### config.mk
export PLATFORM = sky130hd
export DESIGN_NAME = fifo_word_serializer
export DESIGN_NICKNAME = d
export VERILOG_FILES = /design/src/rtl/fifo_word_serializer.sv
export SDC_FILE = /design/constraint.sdc
export NUM_CORES = 1
export LEC_CHECK = 0
export CAP_MARGIN = 10
export CORE_ASPECT_RATIO = 0.5
export CORE_UTILIZATION = 54
export CTS_CLUSTER_SIZE = 25
export DETAILED_ROUTE_END_ITERATION = 8
export GPL_TIMING_DRIVEN = 0
export PLACE_DENSITY = 0.88
export REMOVE_ABC_BUFFERS = 1
export SLEW_MARGIN = 30
export SYNTH_ARGS = -nofsm -noshare
export SYNTH_HDL_FRONTEND = slang
export SYNTH_SLANG_ARGS = --single-unit
### constraint.sdc
create_clock -name clk -period 3.5 [get_ports clk]
set_clock_uncertainty 0.15 [all_clocks]
set_input_delay 0.7 -clock clk [delete_from_list [all_inputs] [get_ports clk]]
set_output_delay 0.7 -clock clk [all_outputs]
set_load 0.005 [all_outputs]
### src/rtl/fifo_word_serializer.sv
`default_nettype none
// +----------------------------------------------------------------------------+
// | Module      : fifo_word_serializer                                         |
// | Description : Reads words from a registered-output FIFO and shifts each    |
// |               one out bit-serially on a valid/ready stream.                |
// | Revision    : 1.0  initial release                                         |
// +----------------------------------------------------------------------------+
module fifo_word_serializer #(
  parameter int DATA_W    = 32,
  parameter int MSB_FIRST = 0,
  parameter int CNT_W     = 16
) (
  input  logic              clk,
  input  logic              rst,
  input  logic              i_en,
  input  logic              i_fifo_empty,
  input  logic [DATA_W-1:0] i_fifo_dout,
  output logic              o_fifo_rd,
  output logic              o_ser_out,
  output logic              o_ser_valid,
  input  logic              i_ser_ready,
  output logic              o_ser_last,
  output logic              o_busy,
  output logic [CNT_W-1:0]  o_words_sent
);

  localparam int BC_W = (DATA_W > 1) ? $clog2(DATA_W) : 1;
  localparam logic [BC_W-1:0] c_last_bit = BC_W'(DATA_W - 1);

  typedef enum logic [1:0] {
    S_IDLE    = 2'd0,
    S_RD_REQ  = 2'd1,
    S_CAPTURE = 2'd2,
    S_SHIFT   = 2'd3
  } state_t;

  state_t             r_state;
  state_t             w_state_next;
  logic [DATA_W-1:0]  r_shift;
  logic [DATA_W-1:0]  w_shift_next;
  logic [BC_W-1:0]    r_bit_cnt;
  logic [CNT_W-1:0]   r_words_sent;
  logic               w_head;
  logic               w_accept;
  logic               w_last_accept;

  generate
    if (MSB_FIRST != 0) begin : g_msb_first
      assign w_head       = r_shift[DATA_W-1];
      assign w_shift_next = {r_shift[DATA_W-2:0], 1'b0};
    end else begin : g_lsb_first
      assign w_head       = r_shift[0];
      assign w_shift_next = {1'b0, r_shift[DATA_W-1:1]};
    end
  endgenerate

  // The next read is decided at the last-bit handshake so back-to-back words
  // only lose the RD_REQ and CAPTURE cycles.
  always_comb begin
    w_state_next  = r_state;
    w_accept      = 1'b0;
    w_last_accept = 1'b0;
    case (r_state)
      S_IDLE: begin
        if (i_en && !i_fifo_empty) w_state_next = S_RD_REQ;
      end
      S_RD_REQ: begin
        w_state_next = S_CAPTURE;
      end
      S_CAPTURE: begin
        w_state_next = S_SHIFT;
      end
      S_SHIFT: begin
        if (i_ser_ready) begin
          w_accept = 1'b1;
          if (r_bit_cnt == c_last_bit) begin
            w_last_accept = 1'b1;
            w_state_next  = (i_en && !i_fifo_empty) ? S_RD_REQ : S_IDLE;
          end
        end
      end
      default: begin
        w_state_next = S_IDLE;
      end
    endcase
  end

  always_ff @(posedge clk) begin
    if (rst) begin
      r_state      <= S_IDLE;
      r_shift      <= '0;
      r_bit_cnt    <= '0;
      r_words_sent <= '0;
    end else begin
      r_state <= w_state_next;
      if (r_state == S_CAPTURE) begin
        r_shift   <= i_fifo_dout;
        r_bit_cnt <= '0;
      end else if (w_accept) begin
        r_shift   <= w_shift_next;
        r_bit_cnt <= r_bit_cnt + BC_W'(1);
      end
      if (w_last_accept) r_words_sent <= r_words_sent + CNT_W'(1);
    end
  end

  assign o_fifo_rd    = (r_state == S_RD_REQ);
  assign o_ser_valid  = (r_state == S_SHIFT);
  assign o_ser_out    = (r_state == S_SHIFT) && w_head;
  assign o_ser_last   = (r_state == S_SHIFT) && (r_bit_cnt == c_last_bit);
  assign o_busy       = (r_state != S_IDLE);
  assign o_words_sent = r_words_sent;

endmodule
`default_nettype wire

==> flow_summary.toml <==
[logic_synthesis]
synth_edf_count = 0
synthCells = 265
ys.flop_type = "dfxtp_1"
ys_types = 35
yosys-top-cells-area = "dfxtp_1, mux2i_1, mux2_2, nor2_1, ha_1"
yosys_warnings = 0
synth_area_per_cell_um2 = 9.934
ys_ff_latch = 55
yosysTopAreaCell = "dfxtp_1"
syn_area_um2 = 2633
yosysSeqAreaShare = 0.4183
async_flop_share = 0
netlist.area_leader.share = 0.4183

[grt]
grt_usage = 0.2138
antenna_found_initial = 0
gr-total-overflow = 0
grt_pass1_vias = 1999
grt_pass1_wl_mm = 8.597
grt_max_degree = 39

[critical_path]
critPathLaunchType = "flop"
critPathMaxFanout = 4
critical_path.slowest_cell = "clkdlybuf4s50_1"
critPathCaptureType = "primary output"
r2r_cells = 5
path_class = "flop to primary output"
crit_arrival_ns = 2.03
critPathMostFrequentCell = "ha_1"
required_ns = 2.65
critPathMaxStageDelay_ns = 0.49
worstPathCellList = "ha_1, and3_1, ha_1, and2_2, clkdlybuf4s50_1"

[layout]
filler_cell_count = 344
layout_commonest_cell = "clkdlybuf4s50_1"
num-nets-final = 359
layout_common_cells = "clkdlybuf4s50_1, dfxtp_1, nor2_1, mux2i_1, mux2_2"
area_delta_synth_final_pct = 26.62
antennaDiodeCount = 0
drive_above_1_share = 0.1556

[job]
maxCapViolCount = 0

[detailed_routing]
wire_per_inst_um = 13.51
firstDrtPassIters = 4
antenna_left = 0
drc = 0
route.vias.total = 2055
routed_wl_mm = 5.146
via_per_inst = 5.394
drtIter0Drc = 43

[clocking]
clock_latency_ns = 0.31
clk_path_buf_depth = 2
post_cts_buffers = 0
cts_hold_buf = 0
cts-resized-gates = 0
path_clk_slew_ns = 0.09
tritoncts = "yes"
h-tree-depth = 2
numCtsBuffers = 5
cts_root_buf = "clkbuf_8"
clock-sinks = 55

[hold_path]
hp-class = "flop to flop"
hold_depth = 2

[power]
power_switching_share = 0.2949
clkPwrFrac = 0.218
p_switching_uw = 465.1
p_int_uw = 1112
pwr-share-seq = 0.476
p_comb_frac = 0.306
leakage_uw = 0.001217
ir_drop_mv = 0.2223
power_density_nw_per_um2 = 473.2

[timing]
rsz0062_at_grt = "no"
fin_tns_setup_ns = 0
hold_viol_final = 0
finalMaxSlewViolations = 0
worst_pin_slew_ns = 0.7867
finalWorstSetupSlack_ns = 0.6183
timing.final.crit_share = 0.8234
setup_violations = 0
fin_crit_ns = 2.882
relSlewSlack = 0.4755
max_freq_mhz = 347.0

[die]
placementRows = 17
dieWidth_um = 100.7
ios = 58
dieArea_um2 = 5175
core_area_um2 = 4531
start_util = 0.5811
die-height_um = 51.37

[placement]
hpwl_mm = 3.527
gp_congestion = 0.7429
dp_worst_setup_slack_ns = 0.5937
io_buffers = 57

[run_status]
status = "finished clean"
sequential cells by signal (all words and copies together) (netlist names):
| signal | flops |
|---|---|
| r_bit_cnt | 5 |
| o_words_sent | 16 |
| r_shift | 32 |
| r_state | 2 |
metal layers:
metal	wire, um	global-route usage	vias to the layer above
li1	-	-	1024
met1	2332	0.2361	992
met2	2619	0.4201	32
met3	140	0.04514	7
met4	54	0.05797	0
met5	0	0	-
stage by stage:
| step | utilization | hold slack [ns] | cells | instance area, um2 | power [uW] |
|---|---|---|---|---|---|
| 3_5_place_dp | 0.7169 | 0.3282 | 373 | 3248 | 1247 |
| 3_3_place_gp | 0.7092 | 0.3129 | 372 | 3213 | 1219 |
| 4_1_cts | 0.7357 | 0.3414 | 381 | 3333 | 1595 |
| 2_1_floorplan | - | 0.3074 | 249 | 2560 | 1097 |
| 6_report | 0.7357 | 0.3412 | 381 | 3333 | 1577 |
| 5_1_grt | 0.7357 | 0.3691 | 381 | 3333 | 1668 |
layout make-up:
| type | count | area, um2 | area share |
|---|---|---|---|
| multi-input combinational | 190 | 1456 | 0.4369 |
| sequential | 55 | 1101 | 0.3303 |
| timing repair buffer | 58 | 593.1 | 0.1779 |
| tap | 66 | 82.58 | 0.02477 |
| clock buffer | 6 | 72.57 | 0.02177 |
| inverter | 4 | 15.01 | 0.004505 |
| clock inverter | 2 | 12.51 | 0.003754 |
logic make-up (layout without fill, tap and decap cells):
kind of cell | Yosys count | count (layout) | synth area share
flip-flops | 55 | 55 | 0.4183
buffers and inverters | 20 | 70 | 0.03327
AO/OA/AOI/OAI | 13 | 13 | 0.02947
XOR/XNOR | 14 | 14 | 0.04658
AND/OR/NAND/NOR | 89 | 89 | 0.1687
adder cells (fa/ha/maj) | 8 | 8 | 0.03802
multiplexers | 66 | 66 | 0.2657
final timing paths:
kind,start,end,slack (ns)
setup / recovery,r_bit_cnt[0],o_ser_last,0.62
hold / removal,o_words_sent[15],o_words_sent[15],0.34
setup reg to reg,r_state[1],r_shift[24],1.00
hold reg to reg,o_words_sent[15],o_words_sent[15],0.34
cell usage after synthesis, types with 2 or more instances:
cell       n
a21oi_1    5
and2_2     3
and3_1     3
buf_1      3
buf_2      7
clkbuf_1   5
dfxtp_1   55
ha_1       8
inv_1      4
mux2_2    31
mux2i_1   35
nand2_1    8
nand3_1    5
nand4_1    6
nor2_1    44
nor3_1     7
nor4_1     2
o21ai_0    4
or3_1      2
xnor2_1    6
xor2_1     8
critical path, delay by kind of cell, from the launching register on:
kind / cells / cell delay (ns)
fa+ha+maj: 2 / 0.48
buf+inv: 1 / 0.49
flops: 1 / 0.41
simple gates: 2 / 0.34
power by group through the flow:
stage	logic, uW	clock network, uW	registers, uW
3_5_place_dp	483	0	765
3_3_place_gp	463	0	756
5_1_grt	528	379	760
6_report	483	344	750
4_1_cts	488	357	750
2_1_floorplan	349	0	748
No activity file was read; power rests on OpenSTA's default activity.
==> RTL change 1 (same settings) <==
Set the parameter `MSB_FIRST` to 1 (it was 0).
--- a/src/rtl/fifo_word_serializer.sv
+++ b/src/rtl/fifo_word_serializer.sv
@@ -7,7 +7,7 @@
 // +----------------------------------------------------------------------------+
 module fifo_word_serializer #(
   parameter int DATA_W    = 32,
-  parameter int MSB_FIRST = 0,
+  parameter int MSB_FIRST = 1,
   parameter int CNT_W     = 16
 ) (
   input  logic              clk,
Formal check against the unedited RTL: not equivalent (a bounded check fails within 4 cycles, from zero or initial values and one cycle with rst high).
==> RTL change 1 against the unedited design <==
  * Cell area did not move
  * Setup slack improved by 120 ps
  * Sequential cell count did not move
  * Synthesized area barely moved
  * Total power fell by 0.18%
  * Routed wire length fell by 3.1%
  * Synthesized cell count rose by 1.1%
  * Clock power barely moved
  * Critical path type unchanged
  * Critical endpoint unchanged
  * Largest power group unchanged
==> RTL change 1: results (changes against the unedited design) <==
routing:
  wl_met1_um: 2270  # -2.7%
  top_layer: "met4"
  drt-wirelength-per-cell_um: 13.1  # -3.4%
  drt_iter0_markers: 44  # +2.3%
  routed-wl-met2_um: 2470  # -5.7%
  dr.pass1.iters: 4  # unchanged
  wl_met3_um: 148  # +5.7%
  num_vias: 2011  # -2.1%
placement:
  gp_congestion: 0.787  # +5.9%
  port_buffers: 57  # unchanged
  place_hpwl_um: 3480  # -1.5%
layout:
  final_net_count: 360  # +0.28%
  drive_gt1_share_pct: 15.5  # -0.049 points
  n_antenna_cell: 0  # unchanged
  fillCellCount: 344  # unchanged
  top_register: "r_shift"
yosys:
  ys_seq_area_share_pct: 41.8  # about the same
  synth_ff_type: "dfxtp_1"
  postSynth.asyncResetShare_pct: 0  # unchanged
  synth_cell_types: 37  # +5.7%
  synth_area_leaders: "dfxtp_1 (42%), mux2i_1 (13%), mux2_2 (13%)"
  synth_common_cells: "dfxtp_1 (55), nor2_1 (43), mux2i_1 (35), mux2_2 (31), clkbuf_1 (12)"
  ys_warn_count: 0  # unchanged
setup_path:
  path_max_fanout: 4  # unchanged
  critPathSlowestCell: "clkdlybuf4s50_1"
  r2r_slack_ps: 1120  # +120 ps
  timing.rr.end: "o_words_sent[12]"
  ff2ff_path_depth: 7  # +2
  path_class: "flip-flop to output pin"
  crit_arrival_ps: 1910  # -120 ps
  rr_startpoint: "r_bit_cnt[1]"
  crit_path_max_incr_delay_ps: 490  # about the same
grt:
  grtUsageTotal_pct: 20.8  # -0.61 points
  grt_start_max_net_pins: 39  # unchanged
  grt_pass1_vias: 1900  # -5.0%
  grt_pass1_wl_um: 8290  # -3.5%
min_path:
  hold_depth: 2  # unchanged
  hold_path_class: "flip-flop to flip-flop"
  min-delay-start: "r_shift[0]"
  holdPathEnd: "r_shift[0]"
clock_tree:
  root_buffer: "clkbuf_8"
  insertion_delay_ps: 300
  cts_buffer_depth: 2  # unchanged
  clk_pin_slew_ps: 100
  cts_setup_buffers: 0  # unchanged
  numCtsBuffers: 5  # unchanged
timing:
  tightest_slew_ps: 711  # -75.3 ps
  whs_ps: 342  # +0.633 ps
status:
  status: "complete, no violations"
power:
  p_leak_nw: 1.24  # +1.8%
  max-vdd-ir-drop_mv: 0.219  # -1.4%
## RTL change 1: metal layers
| layer | global-route usage, % | vias up |
|---|---|---|
| met5 | 0 | - |
| met4 | 8.70 | 0 |
| met3 | 4.24 | 12 |
| met2 | 37.6 | 39 |
| met1 | 24.4 | 941 |
| li1 | - | 1019 |
## RTL change 1: worst max path at each step
stage / end / slack (ps) / depth (start not counted)
2_1_floorplan: r_shift[10] / 1240 / 4
3_3_place_gp: r_shift[15] / 420 / 5
3_5_place_dp: o_words_sent[12] / 790 / 5
4_1_cts: o_ser_last / 730 / 5
5_1_grt: o_ser_last / 610 / 5
6_report: o_ser_last / 740 / 5
## RTL change 1: layout make-up
type / count / area (um2) / area share [%]
repair buffers: 58 / 586 / 17.6
well taps: 66 / 82.6 / 2.48
clock buffers: 5 / 68.8 / 2.06
flip-flops and latches: 55 / 1100 / 33.0
clock inverters: 3 / 20.0 / 0.601
multi-input cells: 190 / 1460 / 43.7
inverters: 5 / 18.8 / 0.563
## RTL change 1: cell families (layout without fill, tap and decap cells)
family | Yosys count | in the layout | synth area share, %
XOR/XNOR | 13 | 13 | 4.32
flip-flops | 55 | 55 | 41.8
buffers and inverters | 23 | 71 | 3.47
AND/OR/NAND/NOR | 88 | 88 | 16.5
adder cells (fa/ha/maj) | 8 | 8 | 3.80
multiplexers | 66 | 66 | 26.6
AO/OA/AOI/OAI | 15 | 15 | 3.56
## RTL change 1: power breakdown
part           switching (mW)  internal (mW)  total, mW
Clock                   0.206          0.140      0.345
Combinational           0.215          0.264      0.479
Sequential             0.0443          0.706      0.750
## RTL change 1: through the flow
step	setup WS [ps]	util [%]	std cells	instance area, um2
floorplan	1240	-	250	2560
global placement	416	70.9	373	3210
detailed placement	791	71.6	374	3240
CTS	730	73.6	382	3330
global route	613	73.6	382	3330
finish	735	73.6	382	3330
## RTL change 1: critical path, delay by kind of cell (launching register included)
kind | cells | cell delay, ps
and+or+nand+nor | 2 | 300
buffers and inverters | 1 | 490
DFF | 1 | 400
adders and majority gates | 2 | 420
==> RTL change 2 (same settings) <==
Without the edit above. The 4 states of `state_t` get a one-hot encoding in 4 bits.
--- a/src/rtl/fifo_word_serializer.sv
+++ b/src/rtl/fifo_word_serializer.sv
@@ -27,11 +27,11 @@
   localparam int BC_W = (DATA_W > 1) ? $clog2(DATA_W) : 1;
   localparam logic [BC_W-1:0] c_last_bit = BC_W'(DATA_W - 1);
 
-  typedef enum logic [1:0] {
-    S_IDLE    = 2'd0,
-    S_RD_REQ  = 2'd1,
-    S_CAPTURE = 2'd2,
-    S_SHIFT   = 2'd3
+  typedef enum logic [3:0] {
+    S_IDLE    = 4'b0001,
+    S_RD_REQ  = 4'b0010,
+    S_CAPTURE = 4'b0100,
+    S_SHIFT   = 4'b1000
   } state_t;
 
   state_t             r_state;
Function: no difference found for any inputs over 10 cycles, from zero or initial values and one cycle with rst high; not proved beyond that.
==> RTL change 2 against the unedited design <==
  * Setup slack worse by 160 ps
  * Synthesized area down 3.3%
  * Critical path type unchanged
  * Highest routed layer unchanged
  * Critical endpoint is now o_ser_out
  * Sequential cell count up 2
  * Critical path depth down 2
  * Routed wire length up 17%
  * Cell area up 0.83%
Power is not compared: it rests on default switching activity, and its combinational part moved more than twofold at a synthesized area within 25%.
==> RTL change 2: results (changes against the unedited design) <==
min_path:
  min-delay-start: "r_shift[31]"
grt:
  grtUsageTotal_pct: 24.8  # +3.5 points
  grtUsageMet3_pct: 9.33  # +4.8 points
  grt_util_met1_pct: 29.2  # +5.6 points
  grt_pass1_wl_um: 9500  # +11%
  grt_start_max_net_pins: 65  # +67%
  met2_usage_pct: 42.2  # +0.18 points
timing:
  whs_ps: 328  # -13.2 ps
  relSlewSlack_pct: 47.9  # +0.38 points
setup_path:
  rr_startpoint: "r_state[3]"
  cpLargestDelayFamily: "simple AND/OR/NAND/NOR gates"
  r2r_slack_ps: 970  # -30 ps
  critPathSlowestCell: "nor4b_4"
  ff2ff_path_depth: 4  # -1
  crit_path_max_incr_delay_ps: 690  # +200 ps
  path_max_fanout: 15  # +11
  crit_arrival_ps: 2190  # +160 ps
  timing.rr.end: "r_shift[14]"
routing:
  dr.pass1.iters: 5  # +1
  wl_met1_um: 2630  # +13%
  wirelength_um: 6040  # +17%
  wl_met3_um: 289  # +110%
  drt_iter0_markers: 186  # +330%
  num_vias: 2425  # +18%
clock_tree:
  clk_pin_slew_ps: 60  # -30 ps
  h-tree-depth: 3  # +1
  insertion_delay_ps: 340  # +30 ps
yosys:
  synth_area_leaders: "dfxtp_1 (45%), a311oi_1 (11%), nand2_1 (10%)"
  ys_seq_area_share_pct: 44.8  # +3.0 points
layout:
  drive_gt1_share_pct: 6.59  # -9.0 points
status:
  status: "complete, no violations"
placement:
  place_hpwl_um: 3640  # +3.2%
  gp_congestion: 0.742  # -0.15%
-- RTL change 2: area by class of cell --
cell class	count	area, um2
Multi-Input combinational cell	229	1300
Sequential cell	57	1140
Fill cell	320	1110
Timing Repair Buffer	58	586
Clock buffer	11	141
Clock inverter	5	103
Tap cell	57	71.3
Inverter	4	15.0
-- RTL change 2: power breakdown --
part	total [mW]	switching, mW	internal (mW)	leakage (nW)
clock	0.751	0.260	0.491	0.120
sequential	0.652	0.00248	0.650	0.459
combinational	0.0635	0.0220	0.0415	0.562
-- RTL change 2: per-stage QoR --
stage	instances	setup WS, ps
global placement	404	200
CTS	421	516
floorplan	290	1210
global route	421	398
finish	421	461
detailed placement	405	755
-- RTL change 2: cell families (layout without fill, tap and decap cells) --
logic type | count (synthesis) | after routing | synth area share [%]
flops | 57 | 57 | 44.8
simple gates | 160 | 160 | 29.2
compound gates | 53 | 53 | 15.3
mux | 4 | 4 | 1.62
buf+inv | 25 | 78 | 4.47
fa+ha+maj | 3 | 3 | 1.48
xor+xnor | 9 | 9 | 3.10
